## config.mk

```make
export PLATFORM = sky130hd
export DESIGN_NAME = a_codec_tx
export DESIGN_NICKNAME = d
export VERILOG_FILES = /design/src/rtl/a_codec_tx.sv
export SDC_FILE = /design/constraint.sdc
export NUM_CORES = 1
export LEC_CHECK = 0
export CORE_MARGIN = 10
export CORE_UTILIZATION = 35
export CTS_CLUSTER_DIAMETER = 120
export DETAILED_ROUTE_END_ITERATION = 10
export GPL_ROUTABILITY_DRIVEN = 0
export SETUP_SLACK_MARGIN = 0.3
export SYNTH_ARGS = -nofsm -noshare
export SYNTH_HDL_FRONTEND = slang
export SYNTH_SLANG_ARGS = --single-unit
export TNS_END_PERCENT = 10
```

## constraint.sdc

```tcl
create_clock -name iCLK -period 4.3 [get_ports iCLK]
set_clock_uncertainty 0.15 [all_clocks]
set_input_delay 0.43 -clock iCLK [delete_from_list [all_inputs] [get_ports iCLK]]
set_output_delay 0.43 -clock iCLK [all_outputs]
set_load 0.05 [all_outputs]
```

## src/rtl/a_codec_tx.sv

```systemverilog
// a_codec_tx: audio codec serial transmitter producing XCK/BCK/LRCK/DATA in I2S, left- or right-justified framing.
// Build option A_CODEC_TX_FIFO_EN selects a FIFO_DEPTH-entry stereo FIFO instead of a single holding register.
module a_codec_tx #(
  parameter int DATA_WIDTH = 16,
  parameter int SLOT_WIDTH = 32,
  parameter int BCK_HALF   = 4,
  parameter int FIFO_DEPTH = 4
) (
  input  logic                  iCLK,
  input  logic                  iRST,
  input  logic [DATA_WIDTH-1:0] iSL,
  input  logic [DATA_WIDTH-1:0] iSR,
  input  logic                  iVALID,
  output logic                  oREADY,
  input  logic [1:0]            iMODE,
  input  logic                  iMUTE,
  output logic                  oAUD_XCK,
  output logic                  oAUD_BCK,
  output logic                  oAUD_LRCK,
  output logic                  oAUD_DATA,
  output logic                  oFRAME,
  output logic                  oUNDERRUN
);

  localparam int PW = $clog2(2 * SLOT_WIDTH);
  localparam int CW = (BCK_HALF > 1) ? $clog2(BCK_HALF) : 1;

  localparam logic [PW-1:0] P_LAST = PW'(2 * SLOT_WIDTH - 1);
  localparam logic [PW-1:0] P_SLOT = PW'(SLOT_WIDTH);
  localparam logic [PW-1:0] P_DMSB = PW'(DATA_WIDTH - 1);
  localparam logic [PW-1:0] P_SMSB = PW'(SLOT_WIDTH - 1);
  localparam logic [PW-1:0] P_RJ   = PW'(SLOT_WIDTH - DATA_WIDTH);
  localparam logic [CW-1:0] C_LAST = CW'(BCK_HALF - 1);

  // Elaboration-time guards on the configuration space.
  if (DATA_WIDTH < 8 || DATA_WIDTH > 32) begin : g_badDataWidth
    $error("a_codec_tx: DATA_WIDTH must be within 8..32");
  end
  if (SLOT_WIDTH < DATA_WIDTH) begin : g_badSlotWidth
    $error("a_codec_tx: SLOT_WIDTH must be >= DATA_WIDTH");
  end
  if (BCK_HALF < 1) begin : g_badBckHalf
    $error("a_codec_tx: BCK_HALF must be >= 1");
  end
  if (FIFO_DEPTH < 2 || (FIFO_DEPTH & (FIFO_DEPTH - 1)) != 0) begin : g_badFifoDepth
    $error("a_codec_tx: FIFO_DEPTH must be a power of two >= 2");
  end

  logic [CW-1:0]         r_div;
  logic                  r_bck;
  logic                  r_xck;
  logic [PW-1:0]         r_pos;
  logic [1:0]            r_mode;
  logic                  r_mute;
  logic [DATA_WIDTH-1:0] r_curL;
  logic [DATA_WIDTH-1:0] r_curR;
  logic                  r_lrck;
  logic                  r_data;
  logic                  r_frame;
  logic                  r_underrun;
  logic                  r_ready;

  logic                  w_tick;
  logic                  w_fall;
  logic                  w_frameStart;
  logic                  w_push;
  logic                  w_pop;
  logic                  w_empty;
  logic                  w_fullNext;
  logic [DATA_WIDTH-1:0] w_headL;
  logic [DATA_WIDTH-1:0] w_headR;

  assign w_tick       = (r_div == C_LAST);
  assign w_fall       = w_tick && r_bck;
  assign w_frameStart = w_fall && (r_pos == P_LAST);
  assign w_push       = iVALID && r_ready;
  assign w_pop        = w_frameStart && !w_empty;

  always_ff @(posedge iCLK) begin
    if (iRST) begin
      r_div <= '0;
      r_bck <= 1'b0;
      r_xck <= 1'b0;
    end else begin
      r_xck <= ~r_xck;
      if (w_tick) begin
        r_div <= '0;
        r_bck <= ~r_bck;
      end else begin
        r_div <= r_div + CW'(1);
      end
    end
  end

`ifdef A_CODEC_TX_FIFO_EN
  localparam int AW = $clog2(FIFO_DEPTH);
  localparam int NW = AW + 1;
  localparam logic [NW-1:0] F_DEPTH = NW'(FIFO_DEPTH);

  logic [DATA_WIDTH-1:0] r_memL [FIFO_DEPTH];
  logic [DATA_WIDTH-1:0] r_memR [FIFO_DEPTH];
  logic [AW-1:0]         r_wrPtr;
  logic [AW-1:0]         r_rdPtr;
  logic [NW-1:0]         r_count;
  logic [NW-1:0]         w_countNext;

  assign w_empty    = (r_count == '0);
  assign w_headL    = r_memL[r_rdPtr];
  assign w_headR    = r_memR[r_rdPtr];
  assign w_fullNext = (w_countNext == F_DEPTH);

  always_comb begin
    w_countNext = r_count;
    if (w_push && !w_pop) begin
      w_countNext = r_count + NW'(1);
    end else if (!w_push && w_pop) begin
      w_countNext = r_count - NW'(1);
    end
  end

  always_ff @(posedge iCLK) begin
    if (w_push) begin
      r_memL[r_wrPtr] <= iSL;
      r_memR[r_wrPtr] <= iSR;
    end
  end

  always_ff @(posedge iCLK) begin
    if (iRST) begin
      r_wrPtr <= '0;
      r_rdPtr <= '0;
      r_count <= '0;
    end else begin
      if (w_push) begin
        r_wrPtr <= r_wrPtr + AW'(1);
      end
      if (w_pop) begin
        r_rdPtr <= r_rdPtr + AW'(1);
      end
      r_count <= w_countNext;
    end
  end
`else
  logic [DATA_WIDTH-1:0] r_holdL;
  logic [DATA_WIDTH-1:0] r_holdR;
  logic                  r_holdValid;

  assign w_empty    = !r_holdValid;
  assign w_headL    = r_holdL;
  assign w_headR    = r_holdR;
  assign w_fullNext = w_push || (r_holdValid && !w_pop);

  // A push is only possible while empty, so it never collides with a pop.
  always_ff @(posedge iCLK) begin
    if (iRST) begin
      r_holdL     <= '0;
      r_holdR     <= '0;
      r_holdValid <= 1'b0;
    end else if (w_push) begin
      r_holdL     <= iSL;
      r_holdR     <= iSR;
      r_holdValid <= 1'b1;
    end else if (w_pop) begin
      r_holdValid <= 1'b0;
    end
  end
`endif

  logic [PW-1:0]         w_posNext;
  logic [PW-1:0]         w_lrPos;
  logic [PW-1:0]         w_k;
  logic [PW-1:0]         w_shift;
  logic [1:0]            w_modeEff;
  logic                  w_muteEff;
  logic [DATA_WIDTH-1:0] w_curL;
  logic [DATA_WIDTH-1:0] w_curR;
  logic [DATA_WIDTH-1:0] w_word;
  logic [DATA_WIDTH-1:0] w_shifted;
  logic                  w_right;
  logic                  w_inWord;
  logic                  w_lrck;
  logic                  w_bit;

  // Values for the position about to be entered; at a frame start the new
  // pair, mode and mute take effect immediately so the MSB lands on p=0.
  always_comb begin
    w_posNext = (r_pos == P_LAST) ? '0 : r_pos + PW'(1);
    w_modeEff = w_frameStart ? iMODE : r_mode;
    w_muteEff = w_frameStart ? iMUTE : r_mute;
    w_curL    = r_curL;
    w_curR    = r_curR;
    if (w_frameStart) begin
      w_curL = w_empty ? '0 : w_headL;
      w_curR = w_empty ? '0 : w_headR;
    end

    w_right  = (w_posNext >= P_SLOT);
    w_k      = w_right ? (w_posNext - P_SLOT) : w_posNext;
    w_word   = w_right ? w_curR : w_curL;
    w_inWord = 1'b0;
    w_shift  = '0;
    if (w_modeEff == 2'd2) begin
      if (w_k >= P_RJ) begin
        w_inWord = 1'b1;
        w_shift  = P_SMSB - w_k;
      end
    end else if (w_k <= P_DMSB) begin
      w_inWord = 1'b1;
      w_shift  = P_DMSB - w_k;
    end
    w_shifted = w_word >> w_shift;
    w_bit     = w_inWord && !w_muteEff && w_shifted[0];

    w_lrPos = (w_posNext == P_LAST) ? '0 : w_posNext + PW'(1);
    if (w_modeEff == 2'd1 || w_modeEff == 2'd2) begin
      w_lrck = w_right;
    end else begin
      w_lrck = (w_lrPos >= P_SLOT);
    end
  end

  always_ff @(posedge iCLK) begin
    if (iRST) begin
      r_pos      <= P_LAST;
      r_mode     <= 2'd0;
      r_mute     <= 1'b0;
      r_curL     <= '0;
      r_curR     <= '0;
      r_lrck     <= 1'b0;
      r_data     <= 1'b0;
      r_frame    <= 1'b0;
      r_underrun <= 1'b0;
      r_ready    <= 1'b0;
    end else begin
      r_frame    <= w_frameStart;
      r_underrun <= w_frameStart && w_empty;
      r_ready    <= !w_fullNext;
      if (w_fall) begin
        r_pos  <= w_posNext;
        r_lrck <= w_lrck;
        r_data <= w_bit;
      end
      if (w_frameStart) begin
        r_mode <= iMODE;
        r_mute <= iMUTE;
        r_curL <= w_curL;
        r_curR <= w_curR;
      end
    end
  end

  assign oAUD_XCK  = r_xck;
  assign oAUD_BCK  = r_bck;
  assign oAUD_LRCK = r_lrck;
  assign oAUD_DATA = r_data;
  assign oFRAME    = r_frame;
  assign oUNDERRUN = r_underrun;
  assign oREADY    = r_ready;

endmodule
```

# Word level (Yosys, flattened, before mapping)

Index checks and enable logic that the tools add are counted.

Bitwise logic cells: 2
Equality and inequality tests: 5
Shift operators: 1
Magnitude comparators: 4
Add/sub/neg operators: 6
Mux-type cells: 19
Reductions and logical operators: 16

Operators by type and width:

| kind                | number |
|---|---|
| $mux 16             | 5 |
| $mux 6              | 6 |
| $shr 16x6->1        | 1 |
| $add 6x1->6 const B | 2 |
| $eq 6x6->1 const B  | 2 |
| $ge 6x6->1 const B  | 2 |
| $logic_and 1x1->1   | 8 |
| $mux 1              | 7 |
| $ge 6x5->1 const B  | 1 |
| $le 6x4->1 const B  | 1 |
| $sub 4x6->6 const A | 1 |
| $sub 5x6->6 const A | 1 |
| $sub 6x6->6 const B | 1 |
| $eq 2x2->1 const B  | 2 |
| $logic_not 1->1     | 4 |
| $add 2x1->2 const B | 1 |
| $eq 2x1->1 const B  | 1 |
| $logic_or 1x1->1    | 2 |
| $mux 2              | 1 |
| $not 1->1           | 2 |
| $reduce_bool 2->1   | 1 |
| $reduce_or 2->1     | 1 |

Bits in registers: 83
Logic and storage cells: 69
Bits of input ports: 38

# Longest topological paths before layout

Depth after elaboration: 9
Mapped depth: 18
Depth with buffers taken out: 14

# Worst setup path after synthesis

No wires, ideal clock.

Path kind: register to register
From: register r_bck, in the netlist oAUD_BCK
To: register r_data, in the netlist oAUD_DATA
Data arrival time: 3.470 ns
Data required time: 4.083 ns
Stages on the path, launching flop included: 17
Clock period less this slack: 3.687 ns
Setup slack: 0.613 ns
Path through: dfxtp_1 -> nand4_2 -> nor2_2 -> buf_4 -> buf_2 -> buf_1 -> nand2_1 -> nand2_1 -> ha_1 -> nor2b_1 -> o21ai_2 -> clkbuf_1 -> nand2_1 -> a311oi_1 -> o211ai_1 -> a211o_1 -> o21ai_2

Cells in the longest elaborated chain, start to end: 7
Elaborated cells between the ends (all ways): 14

Ends and longest elaborated chain:

| what                                                     | RTL line | text |
|---|---|---|
| from (decl)                                              | 50       | `logic r_bck;` |
| from (signal assigned)                                   | 88       | `r_bck <= ~r_bck;` |
| $logic_and 1x1->1 (*)                                    | 74       | `assign w_fall = w_tick && r_bck;` |
| $logic_and 1x1->1 (*)                                    | 75       | `assign w_frameStart = w_fall && (r_pos == P_LAST);` |
| $mux 2 (*)                                               | --       |  |
| named net w_modeEff[1]                                   | 173      | `logic [1:0] w_modeEff;` |
| $eq 2x2->1 (*)                                           | 202      | `if (w_modeEff == 2'd2) begin` |
| $mux 6 / $mux 1 (equally long branches)                  | 202      |  |
| $shr 16x6->1 / $logic_and 1x1->1 (equally long branches) | 211, 212 |  |
| $logic_and 1x1->1 (*)                                    | 212      | `w_bit = w_inWord && !w_muteEff && w_shifted[0];` |
| to (signal assigned)                                     | 241      | `r_data <= w_bit;` |
| to (decl)                                                | 58       | `logic r_data;` |

Mark *: on every way through the listed nets, which the timed path passes. The rest lies on a longest branch.
A chain may end at the register's enable or synchronous reset.

# Final worst setup path

From: register r_pos[0]
To: register r_data, in the netlist oAUD_DATA

Cells in the longest elaborated chain, start to end: 9
Elaborated cells between the ends (all ways): 27

Ends and longest elaborated chain:

| what                                                     | RTL line | text |
|---|---|---|
| from (decl)                                              | 52       | `logic [PW-1:0] r_pos;` |
| from (signal assigned)                                   | 239      | `r_pos <= w_posNext;` |
| $add 6x1->6 / $eq 6x6->1 (equally long branches)         | 187, 75  |  |
| $mux 6                                                   | 187      | `w_posNext = (r_pos == P_LAST) ? '0 : r_pos + PW'(1);` |
| $sub 6x6->6 / $ge 6x6->1 (equally long branches)         | 198, 197 |  |
| $mux 6                                                   | 198      | `w_k = w_right ? (w_posNext - P_SLOT) : w_posNext;` |
| $sub 4x6->6, or another cell as far along                | 209      | `w_shift = P_DMSB - w_k;` |
| $mux 6, or another cell as far along                     | 207      | `end else if (w_k <= P_DMSB) begin` |
| $mux 6 / $mux 1 (equally long branches)                  | 202      |  |
| $shr 16x6->1 / $logic_and 1x1->1 (equally long branches) | 211, 212 |  |
| $logic_and 1x1->1 (*)                                    | 212      |  |

Every way passes the cells marked *; elsewhere a longest branch is shown, timed or not.

==> flow_summary.toml <==
[status]
outcome = "completed"

[logic_synthesis]
synthArstFlopShare_pct = 0
synth_area_leaders = "dfxtp_1, nand2_1, a21oi_1"
ys_seq_area_share_pct = 44.8
syn_avg_cell_area_sq_um = 8.06
netlist_area_sq_mm = 0.00371
synth_edf_count = 0
yosysTopAreaCell = "dfxtp_1"
synth_most_common_cell = "nand2_1"
yosys_most_used_dff = "dfxtp_1"
yosysUniqueCellTypes = 53
synth-seq-cells = 83
syn_inst = 460
synth.top_cell.area_share_pct = 44.8
synthTopCellsByCount = "nand2_1, dfxtp_1, a21oi_1"
yosys_warnings = 0

[pwr]
ir_drop_mv = 0.162
p_per_area_mw_per_mm2 = 354
leakage_nw = 1.56

[clocking]
cts_buffers = 9
cts_root_buffer = "clkbuf_8"
postCtsSetupRepairBufs = 0
cts_sinks = 83
clkTransAtPathRegs_ns = 0.10
cts-resized-gates = 0
htreeDepth = 3
cts_buffer_depth = 2
cts_hold_buf = 0
cts_tree = "yes"
clk_latency_ns = 0.37

[final_layout]
n_antenna_cell = 0
multiInputGateArea_sq_mm = 0.00189
final_nets = 530
drive_above_1_share_pct = 7.35
seq_area_sq_mm = 0.00166
area_growth_pct = 19.0
num-fill-cells = 1050
utilization_pct = 42.7

[floorplan]
num_rows = 37
dieWidth_microns = 123
coreArea_sq_mm = 0.0103
io-pin-count = 45
dieArea_sq_mm = 0.0151
start_util_pct = 35.9
chipHeight_microns = 123

[placed_design]
hpwl_microns = 6220
io_buffers = 44

[detailed_routing]
drc = 0
wirelength_microns = 9030
post_drt_wl_per_cell_microns = 14.4
first_pass_iters = 5
ant_nets = 0
vias = 3182
drtIter0Drc = 276
vias_per_cell = 5.08

[run]
max_cap_violations = 0

[timing]
setup_tns_ns = 0
maxSlewHeadroom_pct = 29.5
setup_violations = 0
fin_crit_ns = 3.67
worstMarginPinSlew_ns = 1.06
max_clock_freq_mhz = 272
drv_slew = 0
rsz0062_at_grt = "no"
hold_violations = 0
timing.final.crit_share_pct = 85.4

[setup_path]
end_kind = "register"
arrival_ns = 3.83
crit_fanout = 13
cp_num_buf_inv = 1
slowest_stage = "dfxtp_1"
crit_chain = "ha_1 -> nand4_4 -> nor2_2 -> mux2i_1 -> ha_1 -> nor2b_1 -> o21ai_2 -> buf_4 -> mux2_2 -> a21oi_1 -> a311oi_1 -> o211ai_1 -> a211o_1 -> o21ai_2"
critPathKind = "register to register"
critPathTopFamily = "compound AO/OA/AOI/OAI gates"
cp-start-kind = "register"
rr_worst_depth = 14
r2r_slack_ns = 0.63
critPathMaxStageDelay_ns = 0.48
r2r_end = "oAUD_DATA$_SDFFE_PP0P_"
worstPathRequired_ns = 4.46
rr_startpoint = "r_pos[0]$_SDFFE_PP1P_"

[hold_path]
holdPathStages = 1
hp-class = "register to register"
hold_end = "oAUD_XCK$_SDFF_PP0_"
min_from = "oAUD_XCK$_SDFF_PP0_"

[global_route]
antenna_found_initial = 0
grt_pass1_vias = 3108
grtUsageTotal_pct = 12.4
grt-ovfl-total = 0
grt_pass1_wl_microns = 15200
grt_max_degree = 84
layout by cell type (no fill, tap or decap), types with 2 or more instances in the layout:
master / synthesis / layout
o211ai_1: 3 / 3
ha_1: 7 / 7
o21ai_0: 8 / 8
clkbuf_8: 0 / 9
nor3_1: 11 / 11
buf_4: 1 / 5
dfxtp_1: 83 / 83
nand2_1: 110 / 110
o21ai_2: 2 / 2
nor3b_1: 2 / 2
a21oi_1: 69 / 69
a311oi_1: 3 / 3
a211o_1: 4 / 4
conb_1: 2 / 3
inv_8: 0 / 3
inv_6: 0 / 3
nand3_1: 22 / 22
mux2i_1: 7 / 7
inv_1: 2 / 2
or2_2: 2 / 2
xnor2_1: 2 / 2
and3_1: 6 / 6
o21ai_1: 7 / 7
nor2_1: 23 / 23
clkdlybuf4s50_1: 0 / 43
mux4_2: 3 / 3
and3b_1: 2 / 2
or3_1: 2 / 2
xor2_1: 3 / 3
nor2b_1: 9 / 9
a211oi_1: 3 / 3
nand4_1: 2 / 2
nor4_1: 2 / 2
and2_1: 4 / 4
metal layers:
metal / global-route usage, % / part of all wire, %
met5: 0 / 0
met3: 3.56 / 5.2
met1: 16.1 / 48
met2: 19.6 / 46
met4: 3.39 / 1.4
area by class of cell:
class | instances | share of cell area (%)
clock inverter | 7 | 2.04
clock buffer | 9 | 2.81
timing repair buffer | 49 | 10.7
inverter | 2 | 0.170
sequential | 83 | 37.7
multi-input combinational | 340 | 42.7
tap | 136 | 3.86
worst max-delay path by stage:
stage	from	end	slack (ns)	cells past startpoint
2_1_floorplan	oAUD_BCK$_SDFFE_PP0N_	oAUD_DATA$_SDFFE_PP0P_	0.61	16
3_3_place_gp	r_pos[0]$_SDFFE_PP1P_	oAUD_DATA$_SDFFE_PP0P_	0.70	14
3_5_place_dp	r_pos[0]$_SDFFE_PP1P_	oAUD_DATA$_SDFFE_PP0P_	0.53	14
4_1_cts	r_pos[0]$_SDFFE_PP1P_	oAUD_DATA$_SDFFE_PP0P_	0.51	14
5_1_grt	r_pos[0]$_SDFFE_PP1P_	oAUD_DATA$_SDFFE_PP0P_	0.37	14
6_report	r_pos[0]$_SDFFE_PP1P_	oAUD_DATA$_SDFFE_PP0P_	0.63	14
worst reg2reg max path, cell delays in order (launching register included):
cell and delay [ns]:
dfxtp_1 0.48, ha_1 0.36, nand4_4 0.24, nor2_2 0.22, mux2i_1 0.27, ha_1 0.22, nor2b_1 0.24, o21ai_2 0.13
buf_4 0.22, mux2_2 0.23, a21oi_1 0.05, a311oi_1 0.26, o211ai_1 0.14, a211o_1 0.30, o21ai_2 0.10
cell families after synthesis:
group	after synthesis	synth area share, %
compound gates	109	17.4
xor+xnor	5	1.18
fa+ha+maj	7	2.36
buf+inv	38	4.69
flops	83	44.8
mux	11	4.01
other cells	2	0.203
simple gates	205	25.3
through the flow:
stage	setup slack (ns)	total power, mW	std cells	hold slack [ns]	instance area, sq um
2_1_floorplan	0.613	0.906	461	0.254	3710
3_3_place_gp	0.702	0.964	610	0.253	4190
3_5_place_dp	0.530	0.966	610	0.259	4190
4_1_cts	0.513	1.58	626	0.272	4400
5_1_grt	0.370	1.63	626	0.289	4410
6_report	0.626	1.56	626	0.266	4410
registers in the layout (all words and copies together), names as in the netlist:
register     cells
r_holdValid      1
r_mute           1
oFRAME           1
r_holdL         16
r_curL          16
r_div            2
r_pos            6
oUNDERRUN        1
oAUD_DATA        1
r_holdR         16
oAUD_XCK         1
r_curR          16
r_mode           2
oAUD_BCK         1
oAUD_LRCK        1
oREADY           1
power breakdown:
| part | internal [mW] | switching [mW] |
|---|---|---|
| combinational | 0.0646 | 0.0779 |
| sequential | 0.789 | 0.0166 |
| clock | 0.287 | 0.326 |
| total | 1.14 | 0.421 |
(Power assumes the default switching activity.)
